## config.mk

```make
export PLATFORM = sky130hd
export DESIGN_NAME = piano_key_ctrl
export DESIGN_NICKNAME = d
export VERILOG_FILES = /design/src/rtl/piano_pkg.sv /design/src/rtl/piano_debounce.sv /design/src/rtl/piano_key_ctrl.sv
export SDC_FILE = /design/constraint.sdc
export NUM_CORES = 1
export LEC_CHECK = 0
export ABC_AREA = 1
export CELL_PAD_IN_SITES_DETAIL_PLACEMENT = 1
export CELL_PAD_IN_SITES_GLOBAL_PLACEMENT = 1
export CORE_ASPECT_RATIO = 1.75
export CORE_MARGIN = 10
export CORE_UTILIZATION = 46
export DETAILED_ROUTE_END_ITERATION = 8
export PLACE_DENSITY_LB_ADDON = 0.1
export SLEW_MARGIN = 20
export SYNTH_ARGS = -nofsm -noshare
export SYNTH_HDL_FRONTEND = slang
export SYNTH_HIERARCHICAL = 1
export SYNTH_SLANG_ARGS = --single-unit
```

## constraint.sdc

```tcl
create_clock -name clk -period 1.7 [get_ports clk]
set_input_delay 0.51 -clock clk [delete_from_list [all_inputs] [get_ports clk]]
set_output_delay 0.51 -clock clk [all_outputs]
set_load 0.005 [all_outputs]
```

## src/rtl/piano_pkg.sv

```systemverilog
// Shared limits, reset defaults and saturating step helper for the piano front end.
// Latency: none (constants and a combinational function). Backpressure: none.
package piano_pkg;

    localparam int OCT_MAX      = 7;
    localparam int VOL_MAX      = 15;
    localparam int OCT_INIT_DEF = 3;
    localparam int VOL_INIT_DEF = 8;

    // Opposing steps in the same cycle cancel; never wraps past 0 or max_v.
    function automatic logic [3:0] sat_step(
        input logic [3:0] cur,
        input logic       up,
        input logic       dn,
        input logic [3:0] max_v
    );
        logic [3:0] nxt;
        nxt = cur;
        if (up && !dn && (cur < max_v)) begin
            nxt = cur + 4'd1;
        end else if (dn && !up && (cur != 4'd0)) begin
            nxt = cur - 4'd1;
        end
        return nxt;
    endfunction

endpackage

```

## src/rtl/piano_debounce.sv

```systemverilog
// Single-bit 2-flop synchronizer followed by a stable-state debouncer.
// Latency: a steady raw edge appears on dout 2+DEBOUNCE_CLKS clocks later. Backpressure: none.
module piano_debounce #(
    parameter int DEBOUNCE_CLKS = 1000000
) (
    input  logic clk,
    input  logic reset,
    input  logic din,
    output logic dout
);

    localparam int            CW       = (DEBOUNCE_CLKS > 1) ? $clog2(DEBOUNCE_CLKS) : 1;
    localparam logic [CW-1:0] CNT_LAST = CW'(DEBOUNCE_CLKS - 1);
    localparam logic [CW-1:0] CNT_ONE  = CW'(1);

    logic          sync1_q, sync1_d;
    logic          sync2_q, sync2_d;
    logic          stable_q, stable_d;
    logic [CW-1:0] cnt_q, cnt_d;

    always_comb begin
        sync1_d  = din;
        sync2_d  = sync1_q;
        stable_d = stable_q;
        cnt_d    = cnt_q;
        // Any cycle agreeing with the stable state restarts the count, so glitches never accumulate.
        if (sync2_q == stable_q) begin
            cnt_d = '0;
        end else if (cnt_q == CNT_LAST) begin
            stable_d = ~stable_q;
            cnt_d    = '0;
        end else begin
            cnt_d = cnt_q + CNT_ONE;
        end
    end

    always_ff @(posedge clk or posedge reset) begin
        if (reset) begin
            sync1_q  <= 1'b0;
            sync2_q  <= 1'b0;
            stable_q <= 1'b0;
            cnt_q    <= '0;
        end else begin
            sync1_q  <= sync1_d;
            sync2_q  <= sync2_d;
            stable_q <= stable_d;
            cnt_q    <= cnt_d;
        end
    end

    assign dout = stable_q;

endmodule

```

## src/rtl/piano_key_ctrl.sv

```systemverilog
// Piano key/button front end: debounced key gates, octave and volume steppers; PIANO_SUSTAIN_EN adds pedal sustain.
// Latency: outputs update 1 clock after the debounced change. Backpressure: none.
module piano_key_ctrl
    import piano_pkg::*;
#(
    parameter int NUM_KEYS      = 12,
    parameter int DEBOUNCE_CLKS = 1000000,
    parameter int OCT_INIT      = OCT_INIT_DEF,
    parameter int VOL_INIT      = VOL_INIT_DEF
) (
    input  logic                clk,
    input  logic                reset,
    input  logic [NUM_KEYS-1:0] keys_raw,
    input  logic                btn_oct_up,
    input  logic                btn_oct_dn,
    input  logic                btn_vol_up,
    input  logic                btn_vol_dn,
    input  logic                sustain_pedal,
    output logic [NUM_KEYS-1:0] key_press,
    output logic [2:0]          octave,
    output logic [3:0]          volume,
    output logic                key_event
);

    logic [NUM_KEYS-1:0] keys_db;
    logic [3:0]          btn_raw;
    logic [3:0]          btn_db;
    logic                pedal_db;

    // Bit order: oct_up, oct_dn, vol_up, vol_dn.
    assign btn_raw = {btn_vol_dn, btn_vol_up, btn_oct_dn, btn_oct_up};

    for (genvar i = 0; i < NUM_KEYS; i++) begin : g_key
        piano_debounce #(.DEBOUNCE_CLKS(DEBOUNCE_CLKS)) u_db (
            .clk   (clk),
            .reset (reset),
            .din   (keys_raw[i]),
            .dout  (keys_db[i])
        );
    end

    for (genvar i = 0; i < 4; i++) begin : g_btn
        piano_debounce #(.DEBOUNCE_CLKS(DEBOUNCE_CLKS)) u_db (
            .clk   (clk),
            .reset (reset),
            .din   (btn_raw[i]),
            .dout  (btn_db[i])
        );
    end

`ifdef PIANO_SUSTAIN_EN
    piano_debounce #(.DEBOUNCE_CLKS(DEBOUNCE_CLKS)) u_pedal_db (
        .clk   (clk),
        .reset (reset),
        .din   (sustain_pedal),
        .dout  (pedal_db)
    );
`else
    logic unused_pedal;
    assign unused_pedal = sustain_pedal;
    assign pedal_db     = 1'b0;
`endif

    logic [3:0]          btn_db_q, btn_db_d;
    logic [3:0]          btn_rise;
    logic [NUM_KEYS-1:0] key_press_q, key_press_d;
    logic                key_event_q, key_event_d;
    logic [2:0]          octave_q, octave_d;
    logic [3:0]          volume_q, volume_d;
    logic [3:0]          oct_step;

    always_comb begin
        btn_db_d = btn_db;
        btn_rise = btn_db & ~btn_db_q;
        oct_step = sat_step({1'b0, octave_q}, btn_rise[0], btn_rise[1], 4'(OCT_MAX));
        octave_d = oct_step[2:0];
        volume_d = sat_step(volume_q, btn_rise[2], btn_rise[3], 4'(VOL_MAX));
        // Held pedal latches presses; releases only take effect once the pedal lifts.
        key_press_d = pedal_db ? (key_press_q | keys_db) : keys_db;
        key_event_d = |(key_press_d & ~key_press_q);
    end

    always_ff @(posedge clk or posedge reset) begin
        if (reset) begin
            btn_db_q    <= '0;
            key_press_q <= '0;
            key_event_q <= 1'b0;
            octave_q    <= 3'(OCT_INIT);
            volume_q    <= 4'(VOL_INIT);
        end else begin
            btn_db_q    <= btn_db_d;
            key_press_q <= key_press_d;
            key_event_q <= key_event_d;
            octave_q    <= octave_d;
            volume_q    <= volume_d;
        end
    end

    assign key_press = key_press_q;
    assign key_event = key_event_q;
    assign octave    = octave_q;
    assign volume    = volume_q;

endmodule

```

==> run summary, run 1 <==
For this run, the total global-route usage over all layers was measured as 19.9%. The root buffer cell chosen for the clock tree is sky130_fd_sc_hd__clkbuf_16. The tools report the remaining number of nets flagged by the antenna check after routing as 0. The H-tree was split into 2 levels.

STA classifies the critical path endpoint as a primary output. The number of synthesized register bits is 392. Cell row count: 107. The worst setup path is of the flop to primary output kind. The run finished, with violations left.

The endpoint of the lowest-slack register-to-register path is volume[2]$_DFFE_PP0P_. The proportion of synthesized chip area in sequential cells is 43.6%, and the minimum clock period is 1800 ps. Synthesis produced a netlist with a net count of 2747. Counting the fill cells in the layout gives 5849. The number of maximum-capacitance violations came out at 0. The die is 187 microns wide. In this run the power density over the cells is 759 nW/um^2.

Across the routed clock network, the largest skew measured is 25.1 ps. After clock tree synthesis, the flow added hold-fix buffers numbering 0. The final routed wirelength across all metal layers is 57500 microns. Before antenna repair, the detailed router went through 4 iterations. The number of placed I/O pins is 39. The post-detailed-route wirelength per cell works out to 16.3 microns. The final reports fail on negative setup slack. The number of antenna diodes in the final layout is 0. The die height was 313 microns. The tools report the number of vias after detailed routing as 18100. The run gives 98600 microns as the global-route wire length before repair. The die covers 58600 sq um. The average vias per placed instance works out to 5.14. The tools report the total power as 19.5 mW.

The worst-case IR drop observed on VDD is 0.000708 V. For the worst-skew pair, the clock arrives at the later sink with an insertion delay of 570 ps. Counting along the longest clock path gives a buffer depth of 3. Setup repair after global routing could not meet its margin everywhere. Count of unique library cells instantiated by Yosys: 28.

Measured against its own limit, the worst slew margin works out to 67.4%. In this run the worst hold path is classified as flop to flop. Summing all multi-input logic gate instances after layout gives 11600 sq um. The post-placement cell area came out at 24200 sq um. The tools report the post-placement setup slack as -21.3 ps. The worst setup path is launched from a flop.

The path with the worst hold slack has its endpoint at g_btn[2].u_db/sync2_q$_DFF_PP0_. The count of input and output buffers was 37; the cell count after synthesis was 2708. The register clock-pin slew on the reported worst setup and hold paths was 60 ps; the number of global-route vias before repair was 20600. At the end of routability-driven placement, the weighted congestion stood at 0.866. The finished layout cell area was 25700 sq um. Registers take 9810 sq um. Global routing finished with a remaining overflow of 0.

The standby leakage power came out at 11.0 nW. The final net count was 2881; the synthesized area divided by synthesized cell count was 8.32 sq um. The area of the mapped netlist was 22500 sq um; the largest fanout on the critical path was 3. For the worst setup path, the data arrival time is 1290 ps. Detailed router's first-iteration violation count: 536. In this run the most critical hold path is launched from g_btn[2].u_db/sync1_q$_DFF_PP0_. At the pin with the least slew margin, the transition time is 488 ps. The logs give 0 for the final hold violation count and 42 for the total clock buffers created by CTS. The depth of the worst hold-timing path was 0; the layout overhead on the synthesized area was 14.0%. The worst register-to-register path begins at volume[2]$_DFFE_PP0P_. Setup violations remaining at the end of the flow were counted as 7. The reg-to-reg setup timing slack came out at -50 ps.

The run gives 0 as the number of DRC violations after detailed routing. The fraction of layout instances using a drive strength above 1 came out at 23.2%. Number of antenna violations at the first check in global routing: 0.

The run gives 0 as the final number of max-transition violations. Dividing the final minimum period by the clock period gives 106%. The logs give 46.3% for the starting utilization of the core area and -101 ps for the worst path setup slack after routing. The worst-case reg-to-reg path depth works out to 10.

The core region is 48600 sq um. Detailed placement ended at an HPWL of 44100 microns. Entering global routing, the biggest net connects 24 pins.

For this run, the top clock speed supported by timing is 555 MHz. The tools report the clock net sink count as 392. TritonCTS built the clock tree. The logs give 1190 ps for the endpoint required time on the critical path and 6 for the number of synthesis warnings.
## metrics by stage
step	setup TNS (ps)	hold WS (ps)	std cells	utilization, %
after detailed placement	-22.0	336	3438	49.8
final	-228	341	3524	52.8
after floorplan	0	331	2708	-
after global placement	0	334	3438	49.8
after global routing	-649	352	3524	52.8
after CTS	-302	348	3522	52.8
## how the worst max path moves through the flow
stage,start,to,cells past startpoint
detailed placement,g_btn[3].u_db/dout$_DFFE_PP0P_,volume[2]$_DFFE_PP0P_,9
global placement,g_btn[3].u_db/dout$_DFFE_PP0P_,volume[2]$_DFFE_PP0P_,9
CTS,volume[3]$_DFFE_PP1P_,volume[3],2
floorplan,volume[3]$_DFFE_PP1P_,volume[3]$_DFFE_PP1P_,13
finish,volume[3]$_DFFE_PP1P_,volume[3],2
global route,volume[3]$_DFFE_PP1P_,volume[3],2
## flip-flops by register name, summed over array words and instances (netlist names)
signal / count
btn_db_q: 4
g_btn.u_db/cnt_q: 80
g_btn.u_db/dout: 4
g_btn.u_db/sync1_q: 4
g_btn.u_db/sync2_q: 4
g_key.u_db/cnt_q: 240
g_key.u_db/dout: 12
g_key.u_db/sync1_q: 12
g_key.u_db/sync2_q: 12
key_event: 1
key_press: 12
octave: 3
volume: 4
## power by group
group	internal [mW]	switching (mW)	leakage, nW
logic	0.267	0.549	4.96
registers	9.46	0.0958	5.35
clock network	5.27	3.83	0.652
total	15.0	4.48	11.0
## per-layer routing
metal / wire, microns / global-route usage [%]
met2: 34000 / 41.1
met1: 20500 / 19.3
met5: 0 / 0
met4: 1910 / 7.61
met3: 1110 / 1.99
## critical path, stage by stage, from the launching register on
cell	delay, ps
sky130_fd_sc_hd__dfstp_2	550
sky130_fd_sc_hd__buf_6	100
sky130_fd_sc_hd__buf_6	80
## logic make-up after synthesis
logic type	synth area share, %
AO/OA/AOI/OAI	2.66
XOR/XNOR	6.83
adder cells (fa/ha/maj)	1.18
buffers and inverters	4.98
flip-flops	43.6
AND/OR/NAND/NOR	40.8
## area by class of cell
class | count | share of cell area, %
inverters | 298 | 4.37
multi-input cells | 2018 | 45.3
flip-flops and latches | 392 | 38.2
clock inverters | 13 | 0.638
clock buffers | 59 | 4.58
repair buffers | 90 | 3.75
well taps | 654 | 3.19
## cell usage after synthesis, drive strengths merged
cell	n	area [sq um]
a21oi	32	160
dfrtp	389	9730
dfstp	3	78.8
fa	2	40.0
ha	18	225
inv	298	1120
nand2	540	2650
nand3	220	1270
nand3b	16	120
nand4	66	413
nor2	780	3910
nor3	48	320
nor3b	32	400
o21ai	80	400
o22ai	6	37.5
or2	16	100
xnor2	32	280
xor2	130	1260
## placed cells by master, fill, tap and decap left out, types with 29 or more instances in the layout
cell type / instances
sky130_fd_sc_hd__a21oi_1: 32
sky130_fd_sc_hd__buf_4: 29
sky130_fd_sc_hd__clkbuf_16: 42
sky130_fd_sc_hd__dfrtp_1: 389
sky130_fd_sc_hd__inv_1: 264
sky130_fd_sc_hd__inv_2: 33
sky130_fd_sc_hd__nand2_1: 355
sky130_fd_sc_hd__nand2_2: 151
sky130_fd_sc_hd__nand2_4: 34
sky130_fd_sc_hd__nand3_1: 186
sky130_fd_sc_hd__nand3_2: 34
sky130_fd_sc_hd__nand4_1: 66
sky130_fd_sc_hd__nor2_1: 584
sky130_fd_sc_hd__nor2_2: 97
sky130_fd_sc_hd__nor2_4: 99
sky130_fd_sc_hd__nor3_1: 32
sky130_fd_sc_hd__nor3b_2: 32
sky130_fd_sc_hd__o21ai_1: 64
sky130_fd_sc_hd__xnor2_1: 32
sky130_fd_sc_hd__xor2_1: 114
## what timing repair did
| action | in CTS | in global routing |
|---|---|---|
| pin swaps | 1 | 6 |
| gates resized for setup | 77 | 16 |
| buffers inserted | 12 | 4 |
| setup endpoints to repair | 22 | 15 |
Power figures use the tool's default switching activity.
==> run 2: changes to the inputs <==
Settings changed: SETUP_SLACK_MARGIN from default to 0.02.
==> run 2 against run 1 <==
Against the previous run:
- global-route usage about the same
- critical path type unchanged
- wire length up 0.18%
- first-iteration DRC count up 0.93%
- the run still ends with negative setup slack left
- sequential share of layout area about the same
- setup slack about the same
- clock power about the same
==> run summary, run 2 (same netlist as run 1, synthesis figures left out) <==
The run finished, with violations left. The final reports fail on negative setup slack. met2 is the most crowded layer. Worst relative slew slack: 67.5% (+0.13 points).

The largest net degree at the start of global routing is 24 (unchanged). TritonCTS built the clock tree. The worst setup path is launched from a flop. The clock net sink count is 392 (unchanged), and the number of placed I/O pins is 39 (unchanged). The final period utilization was 106% (about the same).

The count of final setup violators is 7 (unchanged). Count of hold-fix buffers inserted at cts: 0 (unchanged). The starting utilization of the core area is 46.3% (unchanged). The critical path in this run is classified as flop to primary output. For the H-tree level count, the log shows 2 (unchanged). The worst-margin pin slew was 486 ps (-1.97 ps); the number of global-route vias before repair was 20600 (+0.019%). The post-DP HPWL was 44100 microns (unchanged); the final number of max-transition violations was 0 (unchanged). For the routing usage on met3, the log shows 1.97% (-0.022 points). The number of vias after detailed routing is 18100 (+0.17%).

Setup repair after global routing could not meet its margin everywhere. Flip-flop count of the largest register after layout: 240 (unchanged). The final hold violation count is 0 (unchanged). Die height: 313 microns (unchanged).

More flip-flops sit in one register than any other, and that register is g_key.u_db/cnt_q. The number of maximum-capacitance violations came out at 0 (unchanged). The logs give 48600 sq um (unchanged) for the area of the core and 0 (unchanged) for the number of antenna violations at the first check in global routing.

The insertion delay to the later sink of the worst-skew pair is 570 ps (about the same), and the routability congestion estimate from global placement is 0.866 (unchanged). Total clock buffers created by CTS: 42 (unchanged). The buffer depth of the longest clock path came out at 3 (unchanged). The post-detailed-route wirelength per cell was 16.3 microns (+0.13%).

The worst path setup slack after routing was -102 ps (-0.463 ps); the standby leakage power was 11.0 nW (+0.10%). The largest fanout on the critical path works out to 3 (unchanged). Signal arrival time at the worst endpoint: 1290 ps (about the same). The endpoint required time on the critical path was 1190 ps (about the same).

The largest registers in the layout are g_key.u_db/cnt_q x240, g_btn.u_db/cnt_q x80. For the peak ir drop on the vdd network, the log shows 0.000708 V (about the same). The power per unit of standard cell area was 758 nW/um^2 (about the same). For the achievable frequency, the log shows 555 MHz (about the same).

The total routing resource utilization after global routing was 19.9% (about the same). The remaining number of nets flagged by the antenna check after routing is 0 (unchanged). The worst hold margin was 341 ps (-0.0100 ps); the cell row count was 107 (unchanged).

The average vias per placed instance was 5.14 (+0.11%); the final routed wirelength across all metal layers was 57600 microns (+0.18%). The tools report the detailed-routing iteration count for the pre-antenna-repair pass as 4 (unchanged). The root buffer cell chosen for the clock tree is sky130_fd_sc_hd__clkbuf_16. Total power: 19.5 mW (about the same). Final total negative setup slack: -233 ps (-4.31 ps). For the die area, the log shows 58600 sq um (unchanged).

For the met2 track demand over resource in global routing, the log shows 41.1% (about the same). For the clock skew after layout, the log shows 28.6 ps (+3.50 ps). The library cell used most frequently in the layout, excluding fill and tap cells, is sky130_fd_sc_hd__nor2_1. The minimum clock period is 1800 ps (+0.463 ps), and the total congestion overflow after global routing is 0 (unchanged). The number of DRC violations after detailed routing is 0 (unchanged).

The path class of the tightest hold or removal check is flop to flop. The final net count is 2882 (+0.035%), and the count of input and output buffers is 37 (unchanged). The tools report the endpoint kind of the worst setup timing path as a primary output. The library cells used most frequently in the layout, excluding fill and tap cells, are 583 x sky130_fd_sc_hd__nor2_1, 389 x sky130_fd_sc_hd__dfrtp_1, 355 x sky130_fd_sc_hd__nand2_1. The fraction of layout instances using a drive strength above 1 was 23.4% (+0.13 points). The detailed router's first-iteration violation count came out at 541 (+0.93%). The number of fill cells in the layout was 5851 (+0.034%); the placed cell count was 3438 (unchanged). Layout overhead on the synthesized area: 14.1% (about the same). The fraction of met1 tracks used by global routing is 19.4% (+0.021 points), and the die extent in x is 187 microns (unchanged).

The register clock-pin slew on the reported worst setup and hold paths is 60 ps (about the same), and the count of non-filler cells in the finished layout is 3526 (+0.057%). Global-route wire length before repair: 98600 microns (about the same).
[run 2: critical path, stage by stage, from the launching register on]
cell	delay, ps
sky130_fd_sc_hd__dfstp_2	550
sky130_fd_sc_hd__buf_6	100
sky130_fd_sc_hd__buf_6	80
[run 2: path summary, 6_finish.rpt]
check	from	to	slack [ps]	cells after the start
setup / recovery	volume[3]$_DFFE_PP1P_	volume[3]	-100	2
hold / removal	g_btn[2].u_db/sync1_q$_DFF_PP0_	g_btn[2].u_db/sync2_q$_DFF_PP0_	340	0
setup reg to reg	volume[2]$_DFFE_PP0P_	volume[2]$_DFFE_PP0P_	-50	10
hold reg to reg	g_btn[2].u_db/sync1_q$_DFF_PP0_	g_btn[2].u_db/sync2_q$_DFF_PP0_	340	0
max in group asynchronous	reset	key_press[1]$_DFF_PP0_	860	4
min in group asynchronous	reset	g_key[1].u_db/dout$_DFFE_PP0P_	380	3
[run 2: cell type report]
| cell class | instances | area [sq um] | share of cell area [%] |
|---|---|---|---|
| multi-input cells | 2018 | 11600 | 45.3 |
| flip-flops and latches | 392 | 9810 | 38.2 |
| clock buffers | 59 | 1170 | 4.57 |
| inverters | 298 | 1120 | 4.36 |
| repair buffers | 91 | 966 | 3.76 |
| well taps | 654 | 818 | 3.19 |
| clock inverters | 13 | 164 | 0.638 |
| diodes | 1 | 2.50 | 0.00974 |
[run 2: what timing repair did]
| action | 4_1_cts | 5_1_grt |
|---|---|---|
| resized for setup | 89 | 13 |
| buffers inserted | 13 | 4 |
| pin swaps | 1 | 9 |
| endpoints found under the setup margin | 22 | 12 |
| gates cloned | 0 | 0 |
[run 2: per-layer routing]
metal  part of all wire [%]  up-vias
met1                     36     9032
li1                       -     8813
met3                    2.0      120
met4                    3.4        0
met2                     59      175
met5                      0        -
[run 2: stage by stage]
stage	setup slack [ps]	utilization [%]	area [sq um]
after floorplan	111	-	22500
after global placement	55.4	49.8	24200
after detailed placement	-21.3	49.8	24200
after CTS	-111	52.7	25600
after global routing	-148	52.8	25700
final	-102	52.9	25700
[run 2: power breakdown]
group          switching (mW)  internal, mW  leakage [nW]
Combinational           0.549         0.267          4.97
Clock                    3.83          5.27         0.652
Sequential             0.0960          9.46          5.35
Total                    4.47          15.0          11.0
